`src/rtl/id_stage.sv`:
```
// id_stage: instruction decode for the AZ core. It contains the opcode decoder,
// operand forwarding, load-use hazard detection and branch resolution.
// It also holds the registered ID/EX pipeline register, which supports stall,
// flush and bubble insertion.
module id_stage #(
  parameter int DATA_W     = 32,
  parameter int PC_W       = 30,
  parameter int REG_ADDR_W = 5,
  parameter int FWD_N      = 2
) (
  input  logic                        clk,
  input  logic                        reset,
  input  logic [PC_W-1:0]             if_pc,
  input  logic [31:0]                 if_insn,
  input  logic                        if_en,
  input  logic                        stall,
  input  logic                        flush,
  output logic [REG_ADDR_W-1:0]       gpr_raddr_0,
  output logic [REG_ADDR_W-1:0]       gpr_raddr_1,
  input  logic [DATA_W-1:0]           gpr_rdata_0,
  input  logic [DATA_W-1:0]           gpr_rdata_1,
  output logic [REG_ADDR_W-1:0]       creg_rd_addr,
  input  logic [DATA_W-1:0]           creg_rd_data,
  input  logic                        exe_mode,
  input  logic [FWD_N-1:0]            fwd_en,
  input  logic [FWD_N-1:0]            fwd_wen,
  input  logic [FWD_N*REG_ADDR_W-1:0] fwd_addr,
  input  logic [FWD_N*DATA_W-1:0]     fwd_data,
  input  logic                        fwd_is_ld,
  output logic                        ld_hazard,
  output logic                        br_taken,
  output logic [PC_W-1:0]             br_addr,
  output logic [PC_W-1:0]             id_pc,
  output logic                        id_en,
  output logic [3:0]                  id_alu_op,
  output logic [DATA_W-1:0]           id_alu_in_0,
  output logic [DATA_W-1:0]           id_alu_in_1,
  output logic                        id_br_flag,
  output logic [1:0]                  id_mem_op,
  output logic [DATA_W-1:0]           id_mem_wdata,
  output logic [1:0]                  id_ctrl_op,
  output logic [REG_ADDR_W-1:0]       id_dst_addr,
  output logic                        id_gpr_wen,
  output logic [2:0]                  id_exp_code
);

  localparam logic [3:0] ALU_NOP = 4'd0, ALU_AND = 4'd1, ALU_OR = 4'd2, ALU_XOR = 4'd3,
                         ALU_ADDS = 4'd4, ALU_ADDU = 4'd5, ALU_SUBS = 4'd6,
                         ALU_SUBU = 4'd7, ALU_SHRL = 4'd8, ALU_SHLL = 4'd9;

  logic [5:0]            op;
  logic [REG_ADDR_W-1:0] ra_addr, rb_addr, rc_addr;
  logic [15:0]           imm;
  logic [DATA_W-1:0]     imm_s, imm_u;
  logic [DATA_W-1:0]     ra_data, rb_data;

  // decoded (pre-register) fields
  logic [3:0]            dec_alu_op;
  logic [DATA_W-1:0]     dec_alu_in_0, dec_alu_in_1;
  logic                  dec_br_flag, dec_br_cond;
  logic [PC_W-1:0]       dec_br_addr;
  logic [1:0]            dec_mem_op, dec_ctrl_op;
  logic [REG_ADDR_W-1:0] dec_dst;
  logic                  dec_gpr_wen;
  logic [2:0]            dec_exp_code;

  // ID/EX register state
  logic [PC_W-1:0]       id_pc_q, id_pc_d;
  logic                  id_en_q, id_en_d;
  logic [3:0]            id_alu_op_q, id_alu_op_d;
  logic [DATA_W-1:0]     id_alu_in_0_q, id_alu_in_0_d;
  logic [DATA_W-1:0]     id_alu_in_1_q, id_alu_in_1_d;
  logic                  id_br_flag_q, id_br_flag_d;
  logic [1:0]            id_mem_op_q, id_mem_op_d;
  logic [DATA_W-1:0]     id_mem_wdata_q, id_mem_wdata_d;
  logic [1:0]            id_ctrl_op_q, id_ctrl_op_d;
  logic [REG_ADDR_W-1:0] id_dst_addr_q, id_dst_addr_d;
  logic                  id_gpr_wen_q, id_gpr_wen_d;
  logic [2:0]            id_exp_code_q, id_exp_code_d;

  assign op      = if_insn[31:26];
  assign ra_addr = REG_ADDR_W'(if_insn[25:21]);
  assign rb_addr = REG_ADDR_W'(if_insn[20:16]);
  assign rc_addr = REG_ADDR_W'(if_insn[15:11]);
  assign imm     = if_insn[15:0];
  assign imm_s   = {{(DATA_W-16){imm[15]}}, imm};
  assign imm_u   = {{(DATA_W-16){1'b0}}, imm};

  assign gpr_raddr_0  = ra_addr;
  assign gpr_raddr_1  = rb_addr;
  assign creg_rd_addr = ra_addr;

  // Operand forwarding: walk from oldest to youngest so the lowest matching index wins.
  // A load in source 0 has no data yet, so it never forwards.
  always_comb begin
    ra_data = gpr_rdata_0;
    rb_data = gpr_rdata_1;
    for (int i = FWD_N - 1; i >= 0; i--) begin
      if (fwd_en[i] && fwd_wen[i] && !(i == 0 && fwd_is_ld)) begin
        if (fwd_addr[i*REG_ADDR_W +: REG_ADDR_W] == ra_addr) ra_data = fwd_data[i*DATA_W +: DATA_W];
        if (fwd_addr[i*REG_ADDR_W +: REG_ADDR_W] == rb_addr) rb_data = fwd_data[i*DATA_W +: DATA_W];
      end
    end
  end

  // Load-use hazard: the youngest stage is a load that writes one of our operands.
  assign ld_hazard = if_en & fwd_en[0] & fwd_is_ld &
                     ((fwd_addr[REG_ADDR_W-1:0] == ra_addr) | (fwd_addr[REG_ADDR_W-1:0] == rb_addr));

  // Opcode decoder: ALU controls, operands, destination, memory/control ops, branches, exceptions.
  always_comb begin
    dec_alu_op   = ALU_NOP;
    dec_alu_in_0 = ra_data;
    dec_alu_in_1 = rb_data;
    dec_br_flag  = 1'b0;
    dec_br_cond  = 1'b0;
    dec_br_addr  = if_pc + imm_s[PC_W-1:0];
    dec_mem_op   = 2'd0;
    dec_ctrl_op  = 2'd0;
    dec_dst      = rb_addr;
    dec_gpr_wen  = 1'b0;
    dec_exp_code = 3'd0;
    case (op)
      6'h00, 6'h01: dec_alu_op = ALU_AND;
      6'h02, 6'h03: dec_alu_op = ALU_OR;
      6'h04, 6'h05: dec_alu_op = ALU_XOR;
      6'h06, 6'h07: dec_alu_op = ALU_ADDS;
      6'h08, 6'h09: dec_alu_op = ALU_ADDU;
      6'h0A:        dec_alu_op = ALU_SUBS;
      6'h0B:        dec_alu_op = ALU_SUBU;
      6'h0C, 6'h0D: dec_alu_op = ALU_SHRL;
      6'h0E, 6'h0F: dec_alu_op = ALU_SHLL;
      6'h10: begin dec_br_flag = 1'b1; dec_br_cond = (ra_data == rb_data); end
      6'h11: begin dec_br_flag = 1'b1; dec_br_cond = (ra_data != rb_data); end
      6'h12: begin dec_br_flag = 1'b1; dec_br_cond = ($signed(ra_data) < $signed(rb_data)); end
      6'h13: begin dec_br_flag = 1'b1; dec_br_cond = (ra_data < rb_data); end
      6'h14: begin
        dec_br_flag = 1'b1;
        dec_br_cond = 1'b1;
        dec_br_addr = ra_data[PC_W+1:2];
      end
      6'h15: begin
        dec_br_flag  = 1'b1;
        dec_br_cond  = 1'b1;
        dec_br_addr  = ra_data[PC_W+1:2];
        dec_alu_in_0 = DATA_W'({if_pc + PC_W'(1), 2'b00});
        dec_dst      = rc_addr;
        dec_gpr_wen  = 1'b1;
      end
      6'h16: begin
        dec_alu_op   = ALU_ADDU;
        dec_alu_in_1 = imm_s;
        dec_mem_op   = 2'd1;
        dec_gpr_wen  = 1'b1;
      end
      6'h17: begin
        dec_alu_op   = ALU_ADDU;
        dec_alu_in_1 = imm_s;
        dec_mem_op   = 2'd2;
      end
      6'h18: dec_exp_code = 3'd5;
      6'h19: begin
        dec_alu_in_0 = creg_rd_data;
        if (!exe_mode) dec_gpr_wen = 1'b1;
        else           dec_exp_code = 3'd6;
      end
      6'h1A: begin
        if (!exe_mode) dec_ctrl_op = 2'd1;
        else           dec_exp_code = 3'd6;
      end
      6'h1B: begin
        if (!exe_mode) dec_ctrl_op = 2'd2;
        else           dec_exp_code = 3'd6;
      end
      default: dec_exp_code = 3'd2;
    endcase
    // ALU group: even opcodes and the two subtracts are register forms
    if (op <= 6'h0F) begin
      dec_gpr_wen = 1'b1;
      if (!op[0] || op == 6'h0B) dec_dst = rc_addr;
      else if (op == 6'h07)       dec_alu_in_1 = imm_s;
      else                        dec_alu_in_1 = imm_u;
    end
  end

  assign br_taken = if_en & ~ld_hazard & dec_br_cond;
  assign br_addr  = dec_br_addr;

  // ID/EX next state: flush, then stall, then load-use bubble, then normal issue.
  always_comb begin
    id_pc_d        = id_pc_q;
    id_en_d        = id_en_q;
    id_alu_op_d    = id_alu_op_q;
    id_alu_in_0_d  = id_alu_in_0_q;
    id_alu_in_1_d  = id_alu_in_1_q;
    id_br_flag_d   = id_br_flag_q;
    id_mem_op_d    = id_mem_op_q;
    id_mem_wdata_d = id_mem_wdata_q;
    id_ctrl_op_d   = id_ctrl_op_q;
    id_dst_addr_d  = id_dst_addr_q;
    id_gpr_wen_d   = id_gpr_wen_q;
    id_exp_code_d  = id_exp_code_q;
    if (flush || (!stall && ld_hazard)) begin
      id_en_d       = 1'b0;
      id_gpr_wen_d  = 1'b0;
      id_mem_op_d   = 2'd0;
      id_ctrl_op_d  = 2'd0;
      id_br_flag_d  = 1'b0;
      id_exp_code_d = 3'd0;
    end else if (!stall) begin
      id_pc_d        = if_pc;
      id_en_d        = if_en;
      id_alu_op_d    = dec_alu_op;
      id_alu_in_0_d  = dec_alu_in_0;
      id_alu_in_1_d  = dec_alu_in_1;
      id_mem_wdata_d = rb_data;
      id_dst_addr_d  = dec_dst;
      // an empty slot must not write, access memory or trap
      id_br_flag_d   = if_en & dec_br_flag;
      id_mem_op_d    = if_en ? dec_mem_op : 2'd0;
      id_ctrl_op_d   = if_en ? dec_ctrl_op : 2'd0;
      id_gpr_wen_d   = if_en & dec_gpr_wen;
      id_exp_code_d  = if_en ? dec_exp_code : 3'd0;
    end
  end

  // ID/EX register with asynchronous clear
  always_ff @(posedge clk or posedge reset) begin
    if (reset) begin
      id_pc_q        <= '0;
      id_en_q        <= 1'b0;
      id_alu_op_q    <= '0;
      id_alu_in_0_q  <= '0;
      id_alu_in_1_q  <= '0;
      id_br_flag_q   <= 1'b0;
      id_mem_op_q    <= '0;
      id_mem_wdata_q <= '0;
      id_ctrl_op_q   <= '0;
      id_dst_addr_q  <= '0;
      id_gpr_wen_q   <= 1'b0;
      id_exp_code_q  <= '0;
    end else begin
      id_pc_q        <= id_pc_d;
      id_en_q        <= id_en_d;
      id_alu_op_q    <= id_alu_op_d;
      id_alu_in_0_q  <= id_alu_in_0_d;
      id_alu_in_1_q  <= id_alu_in_1_d;
      id_br_flag_q   <= id_br_flag_d;
      id_mem_op_q    <= id_mem_op_d;
      id_mem_wdata_q <= id_mem_wdata_d;
      id_ctrl_op_q   <= id_ctrl_op_d;
      id_dst_addr_q  <= id_dst_addr_d;
      id_gpr_wen_q   <= id_gpr_wen_d;
      id_exp_code_q  <= id_exp_code_d;
    end
  end

  assign id_pc        = id_pc_q;
  assign id_en        = id_en_q;
  assign id_alu_op    = id_alu_op_q;
  assign id_alu_in_0  = id_alu_in_0_q;
  assign id_alu_in_1  = id_alu_in_1_q;
  assign id_br_flag   = id_br_flag_q;
  assign id_mem_op    = id_mem_op_q;
  assign id_mem_wdata = id_mem_wdata_q;
  assign id_ctrl_op   = id_ctrl_op_q;
  assign id_dst_addr  = id_dst_addr_q;
  assign id_gpr_wen   = id_gpr_wen_q;
  assign id_exp_code  = id_exp_code_q;

endmodule
```
`config.mk`:
```
export PLATFORM = sky130hd
export DESIGN_NAME = id_stage
export DESIGN_NICKNAME = d
export VERILOG_FILES = /design/src/rtl/id_stage.sv
export SDC_FILE = /design/constraint.sdc
export NUM_CORES = 1
export LEC_CHECK = 0
export CAP_MARGIN = 20
export CORE_MARGIN = 2
export CORE_UTILIZATION = 30
export DETAILED_ROUTE_END_ITERATION = 12
export HOLD_SLACK_MARGIN = 0.1
export MAX_ROUTING_LAYER = met4
export PLACE_DENSITY = 0.65
export SYNTH_ARGS = -nofsm -noshare
export SYNTH_HDL_FRONTEND = slang
export SYNTH_SLANG_ARGS = --single-unit
```
`constraint.sdc`:
```
create_clock -name clk -period 5.14 [get_ports clk]
set_clock_uncertainty 0.2 [all_clocks]
set_input_delay 1.028 -clock clk [delete_from_list [all_inputs] [get_ports clk]]
set_output_delay 1.028 -clock clk [all_outputs]
set_load 0.01 [all_outputs]
```
==> flow_summary.ini <==
[setup_path]
cp_cell_sequence = buf_6 -> xor2_2 -> nor4_2 -> nand4_1 -> buf_6 -> buf_12 -> mux2i_4 -> nor2_2 -> a21oi_2 -> ha_1 -> nand4_1 -> or2_4 -> nor3_4 -> nand4_1 -> nor3_2 -> xor2_1 -> a21oi_1 -> o32ai_2 -> buf_2
critPathKind = input pin to output port
crit_fanout = 5
cp_slowest_cell = o32ai_2
arrival_ps = 4620
startpoint_type = input pin
required_ps = 3910
cpPeakStageDelay_ps = 390
cp-end-kind = output port
path_common_cell = nand4_1

[clocking]
clk_pin_slew_worst_paths_ps = 60
numCtsBuffers = 17
clock_tree.root_cell = clkbuf_16
insertion_delay_ps = 440
cts_tree = done
cts_hold_buf = 0
htreeDepth = 4
cts_sinks = 145
cts_buffer_depth = 2

[route]
wirelength_um = 55000
drc = 0
vias = 12900
firstDrtPassIters = 5
drt-initial-drc-count = 860
drtAntennaViolNets = 0
wire_per_inst_um = 22.5
viasPerCell = 5.25

[global_route]
antenna_found_initial = 5
grt_first_pass_wirelength_um = 80900
grt_max_degree = 84
grt_pass1_vias = 13000
grtUsageTotal_pct = 29.1
gr-total-overflow = 0

[floorplanning]
dieArea_um2 = 38000
core_um2 = 35700
initial_core_util_pct = 30.6
die_h_um = 195
pin_count = 435
fp.dieW_um = 195
rows = 69

[logic_synthesis]
synthSimpleGateAreaFrac_pct = 19.2
synth_compound_area_share_pct = 23.0
synth_top_family_by_area = compound AO/OA/AOI/OAI gates
async_flop_share_pct = 100
synth_area_um2 = 10900
synth_fa_ha_area_share_pct = 7.27
ys.warnings.count = 0
synth_xor_area_share_pct = 5.84
synth_cell_types = 63
synth_edf_count = 0
syn_nets = 1638
avgSynthCellArea_um2 = 8.22
synthMuxAreaShare_pct = 6.71
synth_ff_type = dfrtp_1
synth-seq-cells = 145
syn_inst = 1332
ys_seq_area_share_pct = 33.2

[layout]
final_common_cell = clkdlybuf4s50_1
mostFrequentLayoutCells = clkdlybuf4s50_1 (385), buf_4 (255), nand2_1 (244), dfrtp_1 (145), nor2_1 (130)
final_nets = 2278
fillers = 3288
syn_to_final_growth_pct = 72.0
stdcell_count = 2451
drive_above_1_share_pct = 22.2

[job]
timing.max_cap.violations = 0

[sta]
setup_slack_ps = -712
finalCritPeriodShare_pct = 114
worst-slew-pin-transition_ps = 893
finalHoldViolCount = 0
grt_setup_unrepaired = true
max_freq_ghz = 0.171
slew_viol_final = 0
relSlewSlack_pct = 40.5
timing.final.crit_period_ps = 5850
setup_violations = 1

[run_status]
outcome = complete, but fails checks
violations = negative setup slack

[hold_path]
hp-class = register to register

[place]
dp.cells = 2378
dp_hpwl_um = 43400
routabilityCongestion = 0.968
io_buffers = 434

[power]
peakVddDrop_v = 0.000234
finalPower_mw = 4.56
leakage_nw = 8.50
powerDensity_nw_per_um2 = 242
==> cell type report <==
type / count / area [µm²] / area share, %
diodes: 5 / 12.5 / 0.0665
multi-input cells: 1078 / 7210 / 38.3
well taps: 461 / 577 / 3.06
flip-flops and latches: 145 / 3630 / 19.3
repair buffers: 713 / 6650 / 35.3
inverters: 17 / 68.8 / 0.366
clock buffers: 24 / 502 / 2.67
clock inverters: 8 / 171 / 0.911
==> Yosys cell counts, types with 29 or more instances <==
cell type  count  area, µm²
a21oi_1       54        270
a21oi_2       33        289
a221oi_1      31        272
clkbuf_1      45        169
dfrtp_1      145       3630
ha_1          62        776
mux2i_1       70        701
nand2_1      244        916
nor2_1       132        495
o21ai_0      107        536
o21ai_1       38        190
xnor2_1       29        254
xor2_1        44        385
==> repair_timing <==
item,in CTS,in global routing
buffers inserted,22,9
resized for setup,140,59
setup endpoints to repair,31,17
pin swaps,43,33
cloned,6,0
==> cell families (layout without fill, tap and decap cells) <==
family,after synthesis,in the layout
other,0,5
AO/OA/AOI/OAI,383,383
flip-flops,145,145
multiplexers,73,73
XOR/XNOR,73,73
AND/OR/NAND/NOR,486,486
buffers and inverters,109,762
adder cells (fa/ha/maj),63,63
==> final timing paths <==
path / start / to / slack (ps) / depth (start not counted)
setup / recovery: if_insn[18] / br_taken / -710 / 19
hold / removal: id_pc[6] / id_pc[6] / 270 / 2
setup reg to reg: id_alu_in_1[20] / id_alu_in_1[20] / 4190 / 1
hold reg to reg: id_pc[6] / id_pc[6] / 270 / 2
max in group asynchronous: reset / id_pc[26] / 2860 / 3
min in group asynchronous: reset / id_dst_addr[3] / 880 / 2
==> worst max-delay path, delay by kind of cell <==
kind | cells | cell delay (ps)
compound gates | 3 | 540
xor+xnor | 2 | 340
fa+ha+maj | 1 | 280
buf+inv | 4 | 660
mux | 1 | 190
simple gates | 8 | 1590
==> metrics by stage <==
step / TNS (ps) / hold WS [ps] / cell area, µm² / utilization [%] / setup slack, ps
floorplan: 0 / 307 / 11000 / - / 17.4
global placement: -9340 / 260 / 17400 / 48.7 / -1530
detailed placement: -8440 / 261 / 17400 / 48.7 / -1540
global route: -908 / 300 / 18800 / 52.7 / -856
finish: -712 / 271 / 18800 / 52.7 / -712
CTS: -559 / 278 / 18500 / 51.9 / -559
==> report_power, final <==
group          total [mW]  internal [mW]  switching [mW]
Clock                1.45          0.928           0.526
Combinational        1.73          0.912           0.816
Sequential           1.38           1.29          0.0893
==> metal layers <==
layer | global-route usage [%] | wire (µm) | up-vias | part of all wire (%)
li1 | - | - | 6030 | -
met4 | 8.99 | 1600 | 0 | 2.9
met1 | 36.4 | 23300 | 6186 | 42
met3 | 6.42 | 4120 | 95 | 7.5
met2 | 47.1 | 26000 | 564 | 47
met5 | - | 0 | - | 0
==> state kept, by name (all words and copies together) (netlist names) <==
signal / count
id_br_flag: 1
id_en: 1
id_mem_wdata: 32
id_alu_op: 4
id_pc: 30
id_alu_in_1: 32
id_alu_in_0: 32
id_ctrl_op: 2
id_mem_op: 2
id_dst_addr: 5
id_gpr_wen: 1
id_exp_code: 3
No activity file was read; power rests on OpenSTA's default activity.
